File: src/rtl/alu_seq_if.sv
// Operand/result handshake bundle for alu_seq: upstream offer on in_*,
// completed result with flags on out_*.
interface alu_seq_if #(
  parameter int WIDTH = 8
);
  logic             in_valid;
  logic             in_ready;
  logic [WIDTH-1:0] a;
  logic [WIDTH-1:0] b;
  logic [2:0]       op;
  logic             out_valid;
  logic             out_ready;
  logic [WIDTH-1:0] out;
  logic [WIDTH-1:0] out_hi;
  logic             carry;
  logic             zero;

  modport master (
    output in_valid, a, b, op, out_ready,
    input  in_ready, out_valid, out, out_hi, carry, zero
  );

  modport slave (
    input  in_valid, a, b, op, out_ready,
    output in_ready, out_valid, out, out_hi, carry, zero
  );
endinterface

File: src/rtl/alu_seq.sv
// Sequential ALU: single-cycle logic/arithmetic ops, shift-add multiply
// one multiplier bit per cycle, result held in DONE until consumed.
module alu_seq #(
  parameter int WIDTH = 8
) (
  input  logic     clk,
  input  logic     rst,
  alu_seq_if.slave bus
);

  typedef enum logic [1:0] {IDLE, BUSY, DONE} state_t;

  localparam logic [2:0] OP_ADD  = 3'b000;
  localparam logic [2:0] OP_SUB  = 3'b001;
  localparam logic [2:0] OP_AND  = 3'b010;
  localparam logic [2:0] OP_OR   = 3'b011;
  localparam logic [2:0] OP_NOT  = 3'b100;
  localparam logic [2:0] OP_XOR  = 3'b101;
  localparam logic [2:0] OP_SHL1 = 3'b110;
  localparam logic [2:0] OP_MUL  = 3'b111;

  state_t           r_state;
  logic [5:0]       r_cnt;
  logic             r_valid;
  logic [WIDTH-1:0] r_out;
  logic [WIDTH-1:0] r_out_hi;
  logic             r_carry;
  logic             r_zero;
  logic [WIDTH-1:0] r_mcand;
  logic [WIDTH-1:0] r_mplier;
  logic [WIDTH-1:0] r_acc;

  logic             w_accept;
  logic             w_is_mul;
  logic             w_last;
  logic [WIDTH:0]   w_alu;
  logic [WIDTH:0]   w_sum;
  logic [WIDTH-1:0] w_prod_hi;
  logic [WIDTH-1:0] w_prod_lo;

  // Returns {carry, result} for every single-cycle op.
  function automatic logic [WIDTH:0] alu_f(input logic [WIDTH-1:0] fa,
                                           input logic [WIDTH-1:0] fb,
                                           input logic [2:0]       fop);
    case (fop)
      OP_ADD:  alu_f = {1'b0, fa} + {1'b0, fb};
      OP_SUB:  alu_f = {1'b0, fa} - {1'b0, fb};
      OP_AND:  alu_f = {1'b0, fa & fb};
      OP_OR:   alu_f = {1'b0, fa | fb};
      OP_NOT:  alu_f = {1'b0, ~fa};
      OP_XOR:  alu_f = {1'b0, fa ^ fb};
      OP_SHL1: alu_f = {fa, 1'b0};
      default: alu_f = '0;
    endcase
  endfunction

  assign bus.in_ready  = (r_state == IDLE) && !rst;
  assign bus.out_valid = r_valid;
  assign bus.out       = r_out;
  assign bus.out_hi    = r_out_hi;
  assign bus.carry     = r_carry;
  assign bus.zero      = r_zero;

  assign w_accept = bus.in_valid && bus.in_ready;
  assign w_is_mul = (bus.op == OP_MUL);
  assign w_last   = (r_cnt == 6'(WIDTH - 1));

  always_comb begin
    w_alu = alu_f(bus.a, bus.b, bus.op);
  end

  // One shift-add step: conditionally add multiplicand to the upper half,
  // then shift the whole {acc, multiplier} pair right by one.
  assign w_sum     = r_mplier[0] ? ({1'b0, r_acc} + {1'b0, r_mcand}) : {1'b0, r_acc};
  assign w_prod_hi = w_sum[WIDTH:1];
  assign w_prod_lo = {w_sum[0], r_mplier[WIDTH-1:1]};

  // Multiplier datapath: captured at accept, stepped each BUSY cycle.
  always_ff @(posedge clk) begin
    if (w_accept) begin
      r_mcand  <= bus.a;
      r_mplier <= bus.b;
      r_acc    <= '0;
    end else if (r_state == BUSY) begin
      r_acc    <= w_prod_hi;
      r_mplier <= w_prod_lo;
    end
  end

  // Control FSM with registered result and flags.
  always_ff @(posedge clk or posedge rst) begin
    if (rst) begin
      r_state  <= IDLE;
      r_cnt    <= '0;
      r_valid  <= 1'b0;
      r_out    <= '0;
      r_out_hi <= '0;
      r_carry  <= 1'b0;
      r_zero   <= 1'b0;
    end else begin
      case (r_state)
        IDLE: begin
          if (w_accept) begin
            if (w_is_mul) begin
              r_state <= BUSY;
              r_cnt   <= '0;
            end else begin
              r_state  <= DONE;
              r_valid  <= 1'b1;
              r_out    <= w_alu[WIDTH-1:0];
              r_out_hi <= '0;
              r_carry  <= w_alu[WIDTH];
              r_zero   <= ~|w_alu[WIDTH-1:0];
            end
          end
        end
        BUSY: begin
          r_cnt <= r_cnt + 6'd1;
          if (w_last) begin
            r_state  <= DONE;
            r_valid  <= 1'b1;
            r_out    <= w_prod_lo;
            r_out_hi <= w_prod_hi;
            r_carry  <= |w_prod_hi;
            r_zero   <= ~|{w_prod_hi, w_prod_lo};
          end
        end
        DONE: begin
          if (bus.out_ready) begin
            r_state <= IDLE;
            r_valid <= 1'b0;
          end
        end
        default: begin
          r_state <= IDLE;
          r_valid <= 1'b0;
        end
      endcase
    end
  end

endmodule

File: src/flat_wrapper.sv
// flat-port wrapper written by rule: the top's interface ports become plain ports
module alu_seq_flat 
#(
  parameter int WIDTH = 8
)
  (clk, rst, bus_in_valid, bus_a, bus_b, bus_op, bus_out_ready, bus_in_ready, bus_out_valid, bus_out, bus_out_hi, bus_carry, bus_zero);
  alu_seq_if #(.WIDTH(WIDTH)) bus_i ();
  input  logic clk;
  input  logic rst;
  input wire logic [$bits(bus_i.in_valid)-1:0] bus_in_valid;
  input wire logic [$bits(bus_i.a)-1:0] bus_a;
  input wire logic [$bits(bus_i.b)-1:0] bus_b;
  input wire logic [$bits(bus_i.op)-1:0] bus_op;
  input wire logic [$bits(bus_i.out_ready)-1:0] bus_out_ready;
  output wire logic [$bits(bus_i.in_ready)-1:0] bus_in_ready;
  output wire logic [$bits(bus_i.out_valid)-1:0] bus_out_valid;
  output wire logic [$bits(bus_i.out)-1:0] bus_out;
  output wire logic [$bits(bus_i.out_hi)-1:0] bus_out_hi;
  output wire logic [$bits(bus_i.carry)-1:0] bus_carry;
  output wire logic [$bits(bus_i.zero)-1:0] bus_zero;
  assign bus_i.in_valid = bus_in_valid;
  assign bus_i.a = bus_a;
  assign bus_i.b = bus_b;
  assign bus_i.op = bus_op;
  assign bus_i.out_ready = bus_out_ready;
  assign bus_in_ready = bus_i.in_ready;
  assign bus_out_valid = bus_i.out_valid;
  assign bus_out = bus_i.out;
  assign bus_out_hi = bus_i.out_hi;
  assign bus_carry = bus_i.carry;
  assign bus_zero = bus_i.zero;
  alu_seq #(.WIDTH(WIDTH)) u_core (.clk(clk), .rst(rst), .bus(bus_i));
endmodule
File: config.mk
export PLATFORM = sky130hd
export DESIGN_NAME = alu_seq_flat
export DESIGN_NICKNAME = d
export VERILOG_FILES = /design/src/rtl/alu_seq_if.sv /design/src/rtl/alu_seq.sv /design/src/flat_wrapper.sv
export SDC_FILE = /design/constraint.sdc
export NUM_CORES = 1
export LEC_CHECK = 0
export BUFFER_PORTS_ARGS = -buffer_cell sky130_fd_sc_hd__buf_2
export CORE_MARGIN = 2
export CORE_UTILIZATION = 59
export DETAILED_ROUTE_END_ITERATION = 8
export PLACE_DENSITY = 0.8
export SYNTH_ARGS = -nofsm -noshare
export SYNTH_HDL_FRONTEND = slang
export SYNTH_SLANG_ARGS = --single-unit
File: constraint.sdc
create_clock -name clk -period 2.8 [get_ports clk]
set_input_delay 0.56 -clock clk [delete_from_list [all_inputs] [get_ports clk]]
set_output_delay 0.56 -clock clk [all_outputs]
set_load 0.05 [all_outputs]
Word-level counts from Yosys, hierarchy flattened. Index checks and enable logic that the tools add are counted.

Register bits: 51. Input port bits: 23. Output and inout port bits: 20. Word-level logic and storage cells: 82.

Add/subtract/negate cells: 4. Equal/unequal tests: 15. Mux-type cells: 33. Bitwise logic cells: 4. Reduce and logical (&&, ||, !) cells: 16.

Operator list (count): two-way mux 8 bit (8); case mux 9 bit (7 select lines) (1); case mux 8 bit (2 select lines) (2); adder 8 x 8 -> 9 bit (2); OR reduction 16 bit (1); OR reduction 8 bit (2); equality test 3 bit (second input constant) (4); two-way mux 6 bit (2); case mux 6 bit (2 select lines) (1); two-way mux 1 bit (10); two-way mux 9 bit (1); subtractor 8 x 8 -> 9 bit (1); bitwise AND 8 bit (1); two-way mux 2 bit (4); NOT 8 bit (1); bitwise OR 8 bit (1); AND reduction 4 bit (2); XOR 8 bit (1); adder 6 x 1 -> 6 bit (second input constant) (1); equality test 3 x 2 -> 1 bit (second input constant) (2); equality test 6 x 3 -> 1 bit (second input constant) (1); != test 2 x 1 -> 1 bit (second input constant) (3); case mux 2 bit (3 select lines) (1); AND reduction 3 bit (2); 11 further kinds (17).

Longest topological paths before layout.
Word-level depth: 7. Gate-level depth with buffers: 15. Depth with buffers taken out: 13.

Worst setup path after synthesis. No wires, ideal clock.

Path type: input to register. Start point: input port bus_op[1]. End point: register u_core.r_out[7], in the netlist u_core.bus.out[7]. Library setup time: 0.077 ns. Arrival: 3.076 ns. Required time: 2.723 ns. Slack: -0.353 ns. Stages on the path: 14. Path through: buf_2 -> buf_2 -> nor2_1 -> nand2_1 -> o21ai_0 -> inv_1 -> ha_1 -> nand2b_1 -> a21oi_1 -> o41ai_1 -> mux2i_1 -> a211oi_1 -> mux2_2 -> a21oi_1.

Cells in the longest elaborated chain, start to end: 5. Elaborated cells on any way between the ends: 14.

Ends and longest elaborated chain: start, declared (RTL line flat_wrapper.sv:13) `input wire logic [$bits(bus_i.op)-1:0] bus_op;`; equality test 3 bit, or another cell as far along (RTL line alu_seq.sv:45) `case (fop)`; case mux 9 bit (7 select lines) (RTL line alu_seq.sv:45); two-way mux 8 bit (RTL line alu_seq.sv:104) `if (w_is_mul) begin`; two-way mux 8 bit (RTL line alu_seq.sv:103) `if (w_accept) begin`; case mux 8 bit (2 select lines) (RTL line alu_seq.sv:101) `case (r_state)`; end signal, assigned (RTL line alu_seq.sv:110) `r_out <= w_alu[WIDTH-1:0];`; end signal, assigned (RTL line alu_seq.sv:122) `r_out <= w_prod_lo;`; end, declared (RTL line alu_seq.sv:25) `logic [WIDTH-1:0] r_out;`.

Several ways; a longest one is shown, not always the timed one. The select of a mux whose other input is x is not followed. A chain may end at the register's enable or synchronous reset.

Worst setup path after layout. Ends and elaborated chain as after synthesis.

==> results by group <==
Outcome
  • Outcome: finished, final reports clean

CTS
  • Cts-stage hold buffer count: 0
  • Clk Tree Root Cell: sky130_fd_sc_hd__clkbuf_8
  • Skew-Pair Late Insertion Delay: 0.30 ns
  • Clock tree from TritonCTS: built
  • Num CTS Buffers: 5
  • Maximum level of the CTS H-tree: 2
  • Clock tree buffer depth: 2
  • Total number of clock tree sinks: 51
  • Clock slew at reported path FFs: 0.09 ns

Route
  • Wire length per cell after detailed routing: 16.1 um
  • Number of remaining DRC errors: 0
  • Detailed-route wire length: 9.37 mm
  • First-iteration detailed-routing DRC count: 253
  • Antenna violation net count after detailed routing: 0
  • Vias/cell: 5.96
  • Via Count: 3,463
  • First-pass iteration count of the detailed router: 5

Synthesis
  • Nets in the synthesized netlist: 490
  • Flop and latch count out of synthesis: 51
  • Fraction of synthesized cell area taken by the top area cell type: 18.1%
  • Top flip-flop cell by instance count after synthesis: sky130_fd_sc_hd__dfrtp_1
  • Cell with the most instances after synthesis: sky130_fd_sc_hd__nand2_1
  • Ys Warns: 0
  • Library cell occupying the most area in the post-synthesis netlist: sky130_fd_sc_hd__dfrtp_1
  • Sequential share of the synthesized area: 35.3%
  • Syn Area/Cell: 8.65 um^2
  • Cells taking the most area after synthesis: sky130_fd_sc_hd__dfrtp_1 (18%), sky130_fd_sc_hd__edfxtp_1 (13%), sky130_fd_sc_hd__ha_1 (11%), sky130_fd_sc_hd__nand2_1 (5.5%), sky130_fd_sc_hd__o21ai_0 (5.1%)
  • Netlist cell types: 60
  • Synthesized netlist cell count: 431
  • Post-Synthesis Cell Area: 0.00373 mm^2
  • Number of enable flip-flop cells after synthesis: 16
  • Most used standard cells in the synthesized netlist: sky130_fd_sc_hd__nand2_1 (55), sky130_fd_sc_hd__nor2_1 (40), sky130_fd_sc_hd__o21ai_0 (38)
  • Asr flop ratio synth: 52.9%

Global routing
  • Total routing resource utilization after global routing: 26.7%
  • Number of global-route vias before repair: 3,232
  • Remaining global-route overflow: 0
  • Maximum number of pins on one net before global-route repair: 35
  • Wire length of the first global-routing pass: 15.1 mm
  • Initial antenna violation count: 0

Pwr
  • Leakage component of the power: 2.11 nW
  • Power density over cell area: 707 mW/mm^2
  • Worst IR drop on VDD: 0.640 mV
  • Design Power: 3.17 mW

Floorplan
  • Site row count: 28
  • Number of placed I/O pins: 43
  • Initial standard-cell utilization of the core: 61.9%
  • Floorplan Core Area: 0.00603 mm^2
  • Die outline width: 83.5 um
  • Die area: 0.00697 mm^2
  • Die height: 83.5 um

STA
  • Total count of hold-check failures in the final report: 0
  • Final period util: 95.5%
  • Tightest slew margin relative to the limit: 34.7%
  • Number of setup violations in the final report: 0
  • Hold slack: 0.478 ns
  • Setup repair after global routing missed its margin: no
  • Min setup slack post-route: 0.127 ns
  • Worst clock skew: 0.00539 ns
  • Min Clock Period, post-route: 2.67 ns
  • Final count of pins violating max slew: 0
  • Slew @ Worst Pin: 0.979 ns
  • Highest Clock Rate: 374 MHz

Final layout
  • Area added between synthesis and finish: 20.4%
  • NumNets Final: 564
  • N_diodes: 0
  • Share of layout cells above drive strength 1: 23.7%

Place
  • Post-detail-place hpwl: 7.31 mm
  • Pre-CTS setup slack: -0.174 ns
  • Weighted congestion reported at the end of routability-driven placement: 0.914
  • PortBufs: 42

Setup path
  • Endpoint of the most critical register-to-register path: u_core.bus.carry
  • R2R Setup Slk: 0.24 ns
  • Launching point of the worst reg2reg path: u_core.r_mcand[0]
  • Endpoint type of the worst setup path: flip-flop
  • Required arrival time at the worst endpoint: 3.03 ns
  • Setup crit start kind: input port
  • Data arrival time of the critical path: 2.90 ns
  • CP endpoint: u_core.bus.out[7]
  • Category of the critical setup timing path: in -> reg
  • First element of the critical path: bus_op[1]
  • Maximum net fanout on the critical path: 4
  • Number of cells traversed by the worst register-to-register path: 9

Worst hold path
  • Hold crit path type: reg -> reg

Run
  • Max cap viols: 0
[cell families (layout without fill, tap and decap cells)]
| group | after synthesis | after routing | synth area share (%) |
|---|---|---|---|
| xor gates and xnor gates | 14 | 14 | 3.29 |
| buffers and inverters | 46 | 121 | 5.14 |
| AOI/OAI and AO/OA | 120 | 120 | 19.8 |
| and+or+nand+nor | 153 | 153 | 20.3 |
| DFF | 51 | 51 | 35.3 |
| adders and majority gates | 36 | 36 | 12.5 |
| muxes | 11 | 11 | 3.66 |
[how the worst min path moves through the flow]
stage / startpoint / to / slack [ns] / cells after the start
after floorplan: u_core.r_acc[7] / u_core.r_acc[7] / 0.44 / 2
after global placement: u_core.bus.out_hi[1] / u_core.bus.out_hi[1] / 0.45 / 2
after detailed placement: u_core.bus.out_valid / u_core.bus.out_valid / 0.46 / 2
after CTS: u_core.bus.out_valid / u_core.bus.out_valid / 0.48 / 2
after global routing: bus_a[0] / u_core.r_mcand[0] / 0.50 / 1
final: u_core.bus.out_valid / u_core.bus.out_valid / 0.48 / 2
[what timing repair did]
action                     in CTS  in global routing
setup endpoints to repair       0                  4
gates resized for setup         0                 14
setup buffers                   0                  3
[per-stage QoR]
step / cell area (um^2) / utilization, % / TNS, ns / instances
final: 4490 / 74.5 / 0 / 581
after global routing: 4490 / 74.5 / 0 / 581
after CTS: 4410 / 73.1 / 0 / 578
after detailed placement: 4280 / 71.0 / -0.704 / 570
after global placement: 4280 / 71.0 / -0.269 / 570
after floorplan: 3770 / - / -0.0866 / 431
[critical path: stages]
cell	delay, ns
sky130_fd_sc_hd__buf_2	0.12
sky130_fd_sc_hd__nor2_4	0.12
sky130_fd_sc_hd__nand2_1	0.14
sky130_fd_sc_hd__o21ai_2	0.20
sky130_fd_sc_hd__inv_1	0.06
sky130_fd_sc_hd__ha_1	0.28
sky130_fd_sc_hd__nand2b_1	0.12
sky130_fd_sc_hd__a21oi_2	0.10
sky130_fd_sc_hd__o41ai_2	0.42
sky130_fd_sc_hd__mux2i_1	0.27
sky130_fd_sc_hd__a211oi_2	0.10
sky130_fd_sc_hd__mux2_2	0.27
sky130_fd_sc_hd__a21oi_1	0.13
[cell usage in the layout (no fill, tap or decap), drive strengths merged, types with 3 or more instances in the layout]
cell | synthesis | layout
o21ai | 39 | 39
nand2b | 8 | 8
inv | 29 | 30
xor2 | 5 | 5
o21bai | 3 | 3
dfrtp | 27 | 27
o22ai | 6 | 6
xnor2 | 9 | 9
nand3 | 6 | 6
dfxtp | 8 | 8
clkbuf | 8 | 6
a31oi | 7 | 7
a211oi | 9 | 9
o211ai | 7 | 7
buf | 9 | 84
nand3b | 3 | 3
nor4 | 4 | 4
mux2i | 8 | 8
a21oi | 27 | 27
a21o | 7 | 7
nor2 | 40 | 40
nand4 | 4 | 4
nand2 | 56 | 56
o31ai | 4 | 4
ha | 34 | 34
or2 | 3 | 3
edfxtp | 16 | 16
nor3 | 10 | 10
nor2b | 6 | 6
[sequential cells by signal, indices dropped and copies added, names as in the netlist]
| register | count |
|---|---|
| u_core.r_acc | 8 |
| u_core.bus.out | 8 |
| u_core.r_cnt | 6 |
| u_core.r_mcand | 8 |
| u_core.bus.out_valid | 1 |
| u_core.bus.carry | 1 |
| u_core.bus.out_hi | 8 |
| u_core.bus.zero | 1 |
| u_core.r_mplier | 8 |
| u_core.r_state | 2 |
[area by class of cell]
cell class,instances,area (um^2)
multi-input combinational,334,2310
fill,474,1540
sequential,51,1320
timing repair buffer,84,526
inverter,29,114
clock buffer,6,93.8
tap,75,93.8
clock inverter,2,36.3
[routing by layer]
metal	part of all wire, %	track usage (%)
met1	43	34.6
met2	50	47.6
met3	5.3	3.17
met4	1.4	6.60
met5	0	0
[power by group]
group | internal (mW) | leakage [nW] | total [mW] | switching (mW)
logic | 0.557 | 1.48 | 1.50 | 0.947
registers | 0.962 | 0.562 | 1.11 | 0.148
clock network | 0.321 | 0.0669 | 0.562 | 0.241
No activity file was read; power rests on OpenSTA's default activity.
